## src/rtl/key_pio_irq.sv

```systemverilog
// Avalon-MM push-button port: sync, optional debounce, press capture, IRQ mask.
// Define KEY_PIO_DEBOUNCE_EN to build the per-channel debounce counters.
`timescale 1ns/1ps
module key_pio_irq #(
    parameter int NUM_KEYS        = 4,
    parameter int DEBOUNCE_CYCLES = 50000
) (
    input  logic                clk,
    input  logic                reset_n,
    input  logic [1:0]          address,
    input  logic                read,
    input  logic                write,
    input  logic [31:0]         writedata,
    output logic [31:0]         readdata,
    input  logic [NUM_KEYS-1:0] key_in,
    output logic                irq
);

    typedef enum logic [1:0] {
        REG_DATA = 2'd0,
        REG_MASK = 2'd1,
        REG_RSVD = 2'd2,
        REG_EDGE = 2'd3
    } reg_addr_t;

    if (NUM_KEYS < 1 || NUM_KEYS > 32 || DEBOUNCE_CYCLES < 2) begin : g_param_check
        $error("key_pio_irq: NUM_KEYS must be 1..32 and DEBOUNCE_CYCLES >= 2");
    end

    reg_addr_t           addr_sel;
    logic [NUM_KEYS-1:0] sync_meta;
    logic [NUM_KEYS-1:0] stable;
    logic [NUM_KEYS-1:0] stable_next;
    logic [NUM_KEYS-1:0] mask;
    logic [NUM_KEYS-1:0] edge_cap;
    logic [NUM_KEYS-1:0] edge_next;
    logic [31:0]         rd_value;
    logic                unused_wdata;

    assign addr_sel     = reg_addr_t'(address);
    assign unused_wdata = &{1'b0, writedata};

    always_ff @(posedge clk or negedge reset_n) begin
        if (!reset_n) begin
            sync_meta <= '1;
        end else begin
            sync_meta <= key_in;
        end
    end

`ifdef KEY_PIO_DEBOUNCE_EN
    localparam int              CNT_W   = $clog2(DEBOUNCE_CYCLES);
    localparam logic [CNT_W-1:0] CNT_MAX = CNT_W'(DEBOUNCE_CYCLES - 1);

    logic [NUM_KEYS-1:0] sync;
    logic [CNT_W-1:0]    cnt [NUM_KEYS];

    always_ff @(posedge clk or negedge reset_n) begin
        if (!reset_n) begin
            sync <= '1;
        end else begin
            sync <= sync_meta;
        end
    end

    // Counter clears on agreement, on any bounce back, and on acceptance.
    always_ff @(posedge clk or negedge reset_n) begin
        if (!reset_n) begin
            cnt <= '{default: '0};
        end else begin
            for (int unsigned i = 0; i < NUM_KEYS; i++) begin
                if (sync[i] == stable[i] || cnt[i] == CNT_MAX) begin
                    cnt[i] <= '0;
                end else begin
                    cnt[i] <= cnt[i] + CNT_W'(1);
                end
            end
        end
    end

    always_comb begin
        stable_next = stable;
        for (int unsigned i = 0; i < NUM_KEYS; i++) begin
            if (sync[i] != stable[i] && cnt[i] == CNT_MAX) begin
                stable_next[i] = sync[i];
            end
        end
    end
`else
    // Without debounce the stable register doubles as the second sync stage.
    always_comb begin
        stable_next = sync_meta;
    end
`endif

    // W1C first, then presses OR in so a same-cycle press survives the clear.
    always_comb begin
        edge_next = edge_cap;
        if (write && addr_sel == REG_EDGE) begin
            edge_next = edge_cap & ~writedata[NUM_KEYS-1:0];
        end
        edge_next = edge_next | (stable & ~stable_next);
    end

    always_ff @(posedge clk or negedge reset_n) begin
        if (!reset_n) begin
            stable   <= '1;
            edge_cap <= '0;
            mask     <= '0;
            irq      <= 1'b0;
        end else begin
            stable   <= stable_next;
            edge_cap <= edge_next;
            if (write && addr_sel == REG_MASK) begin
                mask <= writedata[NUM_KEYS-1:0];
            end
            irq <= |(edge_cap & mask);
        end
    end

    always_comb begin
        rd_value = '0;
        case (addr_sel)
            REG_DATA: rd_value[NUM_KEYS-1:0] = stable;
            REG_MASK: rd_value[NUM_KEYS-1:0] = mask;
            REG_EDGE: rd_value[NUM_KEYS-1:0] = edge_cap;
            default:  rd_value = '0;
        endcase
    end

    always_ff @(posedge clk or negedge reset_n) begin
        if (!reset_n) begin
            readdata <= '0;
        end else if (read) begin
            readdata <= rd_value;
        end
    end

endmodule

```

## config.mk

```make
export PLATFORM = sky130hd
export DESIGN_NAME = key_pio_irq
export DESIGN_NICKNAME = d
export VERILOG_FILES = /design/src/rtl/key_pio_irq.sv
export SDC_FILE = /design/constraint.sdc
export NUM_CORES = 1
export LEC_CHECK = 0
export ABC_AREA = 1
export CAP_MARGIN = 20
export CORE_ASPECT_RATIO = 1.75
export CORE_MARGIN = 2
export CORE_UTILIZATION = 38
export DETAILED_ROUTE_END_ITERATION = 7
export DONT_BUFFER_PORTS = 1
export GPL_ROUTABILITY_DRIVEN = 0
export GPL_TIMING_DRIVEN = 0
export PLACE_DENSITY = 0.57
export SYNTH_ARGS = -nofsm -noshare
export SYNTH_HDL_FRONTEND = slang
export SYNTH_SLANG_ARGS = --single-unit
export TNS_END_PERCENT = 10
```

## constraint.sdc

```tcl
create_clock -name clk -period 0.8 [get_ports clk]
set_input_delay 0.24 -clock clk [delete_from_list [all_inputs] [get_ports clk]]
set_output_delay 0.24 -clock clk [all_outputs]
set_load 0.05 [all_outputs]
```

## Word-level counts from Yosys, hierarchy flattened

Index checks and enable logic that the tools add are counted.
W data, S select, Z words.

| cells by class | value |
|---|---|
| reductions and logical operators | 4 |
| equality and inequality tests | 2 |
| mux-type cells | 2 |
| bitwise gates (word level) | 6 |

Operators by type and width:

| kind | count |
|---|---|
| $and A4 B4 Y4 | 3 |
| $pmux W4 S3 | 1 |
| $not A4 Y4 | 2 |
| $mux W4 | 1 |
| $or A4 B4 Y4 | 1 |
| $reduce_or A4 Y1 | 1 |
| $eq A2 B1 Y1 const B | 1 |
| $eq A2 B2 Y1 const B | 1 |
| $logic_and A1 B1 Y1 | 2 |
| $logic_not A2 Y1 | 1 |

| word-level totals | value |
|---|---|
| output and inout port bits | 33 |
| logic and storage cells | 20 |
| bits of input ports | 42 |
| register bits after elaboration | 21 |

## Longest topological paths before layout

Gate-level depths: netlist (run 1).

| logic depth | value |
|---|---|
| depth after elaboration | 4 |
| depth in mapped cells | 5 |
| depth with buffers taken out | 5 |

## Worst setup path before layout (run 1)

OpenSTA, ideal clock, no wires.

| path | value |
|---|---|
| path kind | register to output |
| start | register readdata[0] |
| end | output port readdata[0] |
| arrival time | 0.600 ns |
| buffers on the path | 0 |
| required time | 0.560 ns |
| path slack | -0.040 ns |
| stages on the path, launching flop included | 1 |
| cells stage by stage | dfrtp_1 |

RTL lines:

| item | RTL line | text |
|---|---|---|
| from (decl) | 14 | `output logic [31:0] readdata,` |
| from (signal assigned) | 135 | `readdata <= rd_value;` |

No word-level cell between the ends.

## Worst setup path after layout (run 1)

| path | value |
|---|---|
| start | register readdata[3] |
| end | output port readdata[3] |

No word-level cell between the ends.

==> flow_summary.json, run 1 <==
{
  "hold_path.class": "input port to asynchronous set/reset pin",
  "cap_violations": 0,
  "wl_per_cell_um": 10.1,
  "grt_pass1_vias": 692,
  "worstPathMaxFanout": 2,
  "synth_area_leader_cell": "dfrtp_1",
  "placedInstanceArea_um2": 1180,
  "required_ns": 0.56,
  "cts_max_level": 1,
  "critPathKind": "register to output port",
  "core_um2": 2660,
  "synth_edf_count": 0,
  "pin_count": 75,
  "finalInstanceArea_um2": 1270,
  "grt_max_degree": 22,
  "syn_avg_cell_area_um2": 9.22,
  "p_leak_nw": 0.682,
  "finalCriticalPeriod_ns": 1.02,
  "drtAntennaViolNets": 0,
  "synth_area_leaders": "dfrtp_1 31%, buf_4 21%, dfstp_2 20%, nand2_1 8.6%, nand3_1 5.8%",
  "routed_wl_um": 1760,
  "synth-async-reset-ratio_pct": 100,
  "hold_buffers": 4,
  "fin_crit_sh_pct": 128,
  "overflow": 0,
  "synthFlopType": "dfrtp_1",
  "die-area_um2": 3190,
  "slew_viol_final": 0,
  "dpl.hpwl_um": 1440,
  "layout_setup_ws_ns": -0.222,
  "grt_pass1_wl_um": 3020,
  "drt_drc_violations_left": 0,
  "n_fill_cell": 282,
  "fin_util_pct": 47.9,
  "syn_area_um2": 1040,
  "synth.most_common_cell": "buf_4",
  "syn_to_final_growth_pct": 22.2,
  "yosysTopAreaCellShare_pct": 31.2,
  "cts-buffers-inserted": 3,
  "violations": "negative hold slack, negative setup slack",
  "rsz0062_at_grt": "true",
  "clock-sinks": 21,
  "numPortBuffers": 0,
  "final_nets": 191,
  "die_w_um": 43.6,
  "root_buffer": "clkbuf_8",
  "ir_worst_vdd_v": 0.00140,
  "synth.ff_latch_count": 21,
  "rows": 25,
  "whs_ns": -0.329,
  "fmax_ghz": 0.979,
  "antenna_cells": 0,
  "dr.first_iter.drc_count": 12,
  "clock_path_buffers": 2,
  "synth_cells": 113,
  "finalHoldViolations": 21,
  "start_util_pct": 39.2,
  "clock_latency_ns": 0.26,
  "die_h_um": 73.3,
  "drtPass1Iterations": 3,
  "cts_tree": "built",
  "drt-vias-per-instance": 4.05,
  "ys_warn_count": 0,
  "num_vias": 709,
  "clkTransAtPathRegs_ns": 0.07,
  "track_usage_pct": 12.9,
  "fin_worst_skew_ns": 0.00110,
  "crit_path_start_kind": "register",
  "cp-end-kind": "output port",
  "synthDistinctLibCells": 13,
  "drive_gt1_share_pct": 33.1,
  "cellPowerDensity_nw_per_um2": 2090,
  "synth-seq-area-share_pct": 51.4,
  "run_status": "finished with violations",
  "antenna_found_initial": 0,
  "crit_arrival_ns": 0.78,
  "setup_violations": 9,
  "ys_top_cells_by_count": "29 x buf_4, 24 x nand2_1, 13 x dfrtp_1"
}
==> power breakdown <==
part | leakage [nW] | internal [mW] | switching [mW]
logic | 0.431 | 0.184 | 0.405
registers | 0.228 | 1.19 | 0.210
clock network | 0.0228 | 0.354 | 0.310
==> through the flow <==
| stage | power, mW | setup slack [ns] | TNS (ns) | cells |
|---|---|---|---|---|
| after global placement | 1.97 | -0.0682 | -0.650 | 167 |
| after floorplan | 1.93 | -0.0403 | -0.254 | 140 |
| final | 2.66 | -0.222 | -1.18 | 175 |
| after detailed placement | 1.99 | -0.0853 | -0.757 | 167 |
| after global routing | 2.81 | -0.256 | -1.60 | 175 |
| after CTS | 2.69 | -0.237 | -1.27 | 175 |
==> logic make-up (layout without fill, tap and decap cells) <==
family | after synthesis | after routing | share of synthesized area [%]
DFF | 21 | 21 | 51.4
and+or+nand+nor | 40 | 40 | 18.0
AOI/OAI and AO/OA | 12 | 12 | 5.76
other | 1 | 28 | 0.360
buffers and inverters | 39 | 47 | 24.5
==> state kept, by name, summed over array words and instances (netlist names) <==
| signal | count |
|---|---|
| edge_cap | 4 |
| mask | 4 |
| readdata | 4 |
| stable | 4 |
| stable_next | 4 |
| irq | 1 |
==> path summary, 6_finish.rpt <==
path / from / to / slack (ns) / cells after the start
max in group asynchronous: reset_n / stable_next[0] / 0.96 / 0
setup / recovery: readdata[3] / readdata[3] / -0.22 / 0
hold reg to reg: stable_next[1] / stable[1] / 0.37 / 0
setup reg to reg: stable[3] / readdata[3] / -0.04 / 4
min in group clk: read / readdata[0] / 0.09 / 2
hold / removal: reset_n / readdata[0] / -0.33 / 0
==> layout by cell type, fill, tap and decap left out, drive strengths merged <==
| master | count |
|---|---|
| conb | 28 |
| buf | 29 |
| dfrtp | 13 |
| nor2 | 1 |
| nand2 | 24 |
| o21ai | 12 |
| nand4 | 1 |
| nand3 | 14 |
| dlygate4sd3 | 4 |
| inv | 10 |
| dfstp | 8 |
| clkbuf | 4 |
==> routing by layer <==
metal	share of wire, %	track usage (%)	vias up	routed length [µm]
met2	55	22.1	31	971
li1	-	-	371	-
met4	4.3	11.8	0	76
met1	31	11.8	300	542
met3	9.6	3.44	7	169
met5	0	0	-	0
==> layout make-up <==
class,count,area (µm²),share of cell area [%]
Inverter,10,37.5,2.95
Timing Repair Buffer,4,40.0,3.14
Buffer,29,218,17.1
Sequential cell,21,542,42.5
Multi-Input combinational cell,80,358,28.1
Tap cell,27,33.8,2.65
Clock buffer,4,45.0,3.54
==> repair_timing <==
item | in CTS | in global routing
endpoints found under the setup margin | 9 | 10
resized for setup | 4 | 1
setup buffers | 0 | 0
pin swaps | 0 | 1
hold endpoints to repair | 25 | 21
(Power assumes the default switching activity.)
==> run 2, diff against run 1 <==
- ABC_AREA: 1 -> not set
- CORE_ASPECT_RATIO: 1.75 -> not set
- GPL_ROUTABILITY_DRIVEN: 0 -> not set
==> run 2 against run 1 <==
Net effect: the flow still finishes with violations (negative hold slack, negative setup slack); power down 3.2%; global-route usage fell by 2.4 points; via count decreased by 6.6%; setup slack lost 0.053 ns; maximum frequency fell by 5.0%; clock power decreased by 27%; critical endpoint is now readdata[0]; first-iteration DRC count rose by 25%; sequential cell count unchanged; wire length is 1.9% lower; area after synthesis up 2.9%; synthesized cell count shrank 20%.
==> flow_summary.json, run 2 <==
{
  "run_status": "finished with violations",
  "violations": "negative hold slack, negative setup slack",
  "dpl.hpwl_um": 1350,
  "layout_common_cells": "28 x buf_4, 28 x conb_1, 8 x nand4_1, 8 x dfrtp_1, 8 x dfstp_2",
  "synth-seq-area-share_pct": 49.9,
  "finalHoldViolations": 21,
  "clkPwrFrac_pct": 18.8,
  "routed_wl_um": 1730,
  "core_um2": 2710,
  "dr.first_iter.drc_count": 15,
  "numPortBuffers": 0,
  "cts-buffers-inserted": 3,
  "setup_violations": 13,
  "antenna_found_initial": 0,
  "root_buffer": "clkbuf_4",
  "cap_violations": 0,
  "place.gp.congestion": 0.755,
  "rows": 19,
  "synthFlopType": "dfrtp_1",
  "syn_avg_cell_area_um2": 11.9,
  "r2r_slack_ns": -0.09,
  "fin_crit_sh_pct": 134,
  "ir_worst_vdd_v": 0.00134,
  "p_leak_nw": 0.673,
  "rsz0062_at_grt": "true",
  "required_ns": 0.56,
  "p_comb_share_pct": 25.5,
  "drtPass1Iterations": 4,
  "die_w_um": 57.1,
  "fin_util_pct": 48.4,
  "crit_arrival_ns": 0.84,
  "n_fill_cell": 264,
  "syn_to_final_growth_pct": 22.3,
  "rr_endpoint": "edge_cap[0]",
  "hold_buffers": 4,
  "switching_share_pct": 35.8,
  "final_nets": 168,
  "clock-sinks": 21,
  "whs_ns": -0.380,
  "finalCriticalPeriod_ns": 1.08,
  "worstPathMaxFanout": 2,
  "start_util_pct": 39.6,
  "num_vias": 662,
  "cts_max_level": 1,
  "cp-end-kind": "output port",
  "synth.ff_latch_count": 21,
  "layout_setup_ws_ns": -0.275,
  "fin_worst_skew_ns": 0.00719,
  "critPathKind": "register to output port",
  "drt_drc_violations_left": 0,
  "ys_warn_count": 0,
  "ys_top_cells_by_count": "28 x buf_4, 13 x dfrtp_1, 8 x dfstp_2, 8 x inv_1, 8 x nand4_1",
  "grt-busiest-layer": "met2",
  "grt_use_met2_pct": 16.1,
  "finalInstanceArea_um2": 1310,
  "synth_area_leader_cell": "dfrtp_1",
  "ff2ff_path_depth": 2,
  "worstSetupPathDepth": 0,
  "antenna_cells": 0,
  "clock_latency_ns": 0.29,
  "r2r_start": "stable_next[0]",
  "overflow": 0,
  "place_inst": 148,
  "drive_gt1_share_pct": 48.0,
  "pwr-share-seq_pct": 55.7,
  "grt_util_met1_pct": 12.6,
  "grt_max_degree": 22,
  "yosysTopAreaCellShare_pct": 30.3,
  "critical_path.startpoint": "readdata[0]",
  "clock_path_buffers": 2,
  "fin_cells": 156,
  "synthDistinctLibCells": 16,
  "cellPowerDensity_nw_per_um2": 1960,
  "die_h_um": 57.1,
  "crit_path_start_kind": "register",
  "die-area_um2": 3260,
  "drt-vias-per-instance": 4.24,
  "grtUsageMet3_pct": 4.54,
  "synth_area_leaders": "dfrtp_1 30%, buf_4 20%, dfstp_2 20%, mux2_4 5.6%, nand4_1 4.7%",
  "p_int_mw": 1.65,
  "total_power_mw": 2.57,
  "wl_per_cell_um": 11.1,
  "hold_path.class": "input port to asynchronous set/reset pin",
  "placedInstanceArea_um2": 1220,
  "grt_pass1_vias": 569,
  "synth-async-reset-ratio_pct": 100,
  "syn_area_um2": 1070,
  "track_usage_pct": 10.5,
  "synth_cells": 90,
  "drtAntennaViolNets": 0,
  "synth_edf_count": 0,
  "slew_viol_final": 0,
  "synth.most_common_cell": "buf_4",
  "fmax_ghz": 0.930,
  "grt_pass1_wl_um": 2620,
  "clkTransAtPathRegs_ns": 0.11,
  "cts_tree": "built",
  "p_sw_mw": 0.920,
  "pin_count": 75,
  "cp-endpoint": "readdata[0]"
}
-- run 2: power groups by stage --
stage / registers, mW / logic (mW) / clock network [mW]
after floorplan: 1.41 / 0.585 / 0
after global placement: 1.43 / 0.609 / 0
after detailed placement: 1.44 / 0.617 / 0
after CTS: 1.43 / 0.633 / 0.515
after global routing: 1.45 / 0.700 / 0.557
final: 1.43 / 0.655 / 0.484
-- run 2: final cells by class --
cell class | count | area [µm²] | share of cell area, %
flip-flops and latches | 21 | 542 | 41.3
multi-input cells | 57 | 393 | 30.0
plain buffers | 31 | 241 | 18.4
repair buffers | 4 | 40.0 | 3.05
well taps | 31 | 38.8 | 2.96
inverters | 8 | 30.0 | 2.29
clock buffers | 4 | 26.3 | 2.00
-- run 2: worst register-to-register path, stage by stage (launching register included) --
cell and delay, ns:
dfstp_2 0.55, inv_2 0.03, a22o_1 0.20
-- run 2: stage by stage --
stage	TNS [ns]	worst slack, ns
6_report	-1.89	-0.275
5_1_grt	-2.45	-0.314
4_1_cts	-2.04	-0.288
3_5_place_dp	-2.16	-0.203
3_3_place_gp	-2.03	-0.199
2_1_floorplan	-1.56	-0.152
-- run 2: how the worst min path moves through the flow --
stage | from | to | slack (ns)
after floorplan | reset_n | edge_cap[0] | -0.06
after global placement | reset_n | mask[0] | -0.05
after detailed placement | reset_n | mask[0] | -0.05
after CTS | reset_n | mask[0] | -0.39
after global routing | reset_n | readdata[3] | -0.41
final | reset_n | mask[0] | -0.38
-- run 2: what timing repair did --
item,CTS,global route
setup endpoints to repair,14,16
resized for setup,8,5
buffers inserted,0,0
endpoints found under the hold margin,25,21
pin swaps,4,1
cloned,0,0
-- run 2: cell families after synthesis --
| logic type | count (synthesis) | synth area share, % |
|---|---|---|
| buffers and inverters | 39 | 25.0 |
| and+or+nand+nor | 11 | 7.47 |
| muxes | 8 | 9.34 |
| other | 1 | 0.350 |
| AOI/OAI and AO/OA | 10 | 7.93 |
| DFF | 21 | 49.9 |
-- run 2: per-layer routing --
layer  vias to the layer above  wire, µm
li1                        327         -
met4                         0        15
met5                         -         0
met2                        41       811
met3                         2       233
met1                       292       664
==> run 3, diff against run 2 <==
- CTS_BUF_LIST: not set -> sky130_fd_sc_hd__clkbuf_2 sky130_fd_sc_hd__clkbuf_4 sky130_fd_sc_hd__clkbuf_8
==> run 3 against run 2 <==
Net effect: the flow still finishes with violations (negative hold slack, negative setup slack); worst hold slack better by 0.0017 ns; sequential cell count stayed put; via count shrank 1.5%; sequential share of layout area down 0.12 points; first-iteration DRC count fell by 6.7%; largest cell class unchanged.
==> flow_summary.json, run 3 (synthesis gave the netlist of run 2 again) <==
{
  "root_buffer": "clkbuf_4",
  "violations": "negative hold slack, negative setup slack",
  "cp-end-kind": "output port",
  "drt-vias-per-instance": 4.18,
  "fmax_ghz": 0.931,
  "wl_met3_um": 224,
  "drt_drc_violations_left": 0,
  "drive_gt1_share_pct": 48.8,
  "post_cts_buffers": 0,
  "r2r_slack_ns": -0.09,
  "layout_setup_ws_ns": -0.274,
  "overflow": 0,
  "place.gp.congestion": 0.755,
  "rr_endpoint": "edge_cap[0]",
  "drtPass1Iterations": 4,
  "met1_length_um": 677,
  "cts-buffers-inserted": 3,
  "crit_path_start_kind": "register",
  "cts_max_level": 1,
  "fin_crit_sh_pct": 134,
  "die_h_um": 57.1,
  "routed_wl_um": 1720,
  "p_leak_nw": 0.677,
  "run_status": "finished with violations",
  "total_power_mw": 2.60,
  "wl_per_cell_um": 11.0,
  "crit_arrival_ns": 0.83,
  "die_w_um": 57.1,
  "n_fill_cell": 263,
  "tns_ns": -1.88,
  "finalCriticalPeriod_ns": 1.07,
  "core_um2": 2710,
  "start_util_pct": 39.6,
  "finalHoldViolations": 21,
  "hold_path.class": "input port to asynchronous set/reset pin",
  "die-area_um2": 3260,
  "grt_pass1_vias": 569,
  "pin_count": 75,
  "cellPowerDensity_nw_per_um2": 1980,
  "slew_viol_final": 0,
  "fin_util_pct": 48.5,
  "clock_latency_ns": 0.29,
  "track_usage_pct": 10.5,
  "syn_to_final_growth_pct": 22.6,
  "numPortBuffers": 0,
  "ff2ff_path_depth": 2,
  "clock_path_buffers": 2,
  "cts_tree": "built",
  "ir_worst_vdd_v": 0.00138,
  "critPathKind": "register to output port",
  "setup_violations": 13,
  "antenna_found_initial": 0,
  "rsz0062_at_grt": "true",
  "required_ns": 0.56,
  "clkTransAtPathRegs_ns": 0.11,
  "highest_layer": "met4",
  "dpl.hpwl_um": 1350,
  "grt_pass1_wl_um": 2620,
  "rows": 19,
  "hold_buffers": 4,
  "antenna_cells": 0,
  "dr.first_iter.drc_count": 14,
  "fin_cells": 156,
  "layout_common_cells": "28 x buf_4, 28 x conb_1, 8 x nand4_1, 8 x dfrtp_1, 8 x dfstp_2",
  "met2_length_um": 804,
  "finalInstanceArea_um2": 1320,
  "fin_worst_skew_ns": 0.00559,
  "r2r_start": "stable_next[0]",
  "num_vias": 652,
  "clock-sinks": 21,
  "placedInstanceArea_um2": 1220,
  "cap_violations": 0,
  "drtAntennaViolNets": 0,
  "whs_ns": -0.378,
  "worstPathMaxFanout": 2,
  "final_nets": 168,
  "place_ws_ns": -0.203,
  "place_inst": 148,
  "grt_max_degree": 22
}
-- run 3: worst max path at each step --
stage,cells after the start,slack (ns),startpoint,endpoint
2_1_floorplan,3,-0.15,address[1],mask[0]
3_3_place_gp,3,-0.20,address[1],mask[1]
3_5_place_dp,3,-0.20,address[1],mask[2]
4_1_cts,0,-0.29,readdata[1],readdata[1]
5_1_grt,0,-0.31,readdata[0],readdata[0]
6_report,0,-0.27,readdata[1],readdata[1]
-- run 3: area by class of cell --
| type | instances | area (µm²) | share of cell area, % |
|---|---|---|---|
| buffer | 31 | 241 | 18.4 |
| sequential | 21 | 542 | 41.2 |
| tap | 31 | 38.8 | 2.95 |
| inverter | 8 | 30.0 | 2.28 |
| timing repair buffer | 4 | 40.0 | 3.04 |
| clock buffer | 4 | 30.0 | 2.28 |
| multi-input combinational | 57 | 393 | 29.9 |
-- run 3: where the power goes --
| group | leakage, nW | switching, mW | internal (mW) | total (mW) |
|---|---|---|---|---|
| sequential | 0.225 | 0.232 | 1.20 | 1.43 |
| clock | 0.0184 | 0.288 | 0.228 | 0.516 |
| combinational | 0.434 | 0.398 | 0.257 | 0.655 |
-- run 3: per-layer routing --
metal	track usage [%]	vias to the layer above
met5	0	-
met4	4.98	0
met3	4.54	2
met2	16.1	39
met1	12.6	284
li1	-	327
-- run 3: repair_timing --
| action | CTS | global route |
|---|---|---|
| pin swaps | 4 | 1 |
| endpoints found under the setup margin | 14 | 16 |
| endpoints found under the hold margin | 25 | 21 |
| gates resized for setup | 8 | 5 |
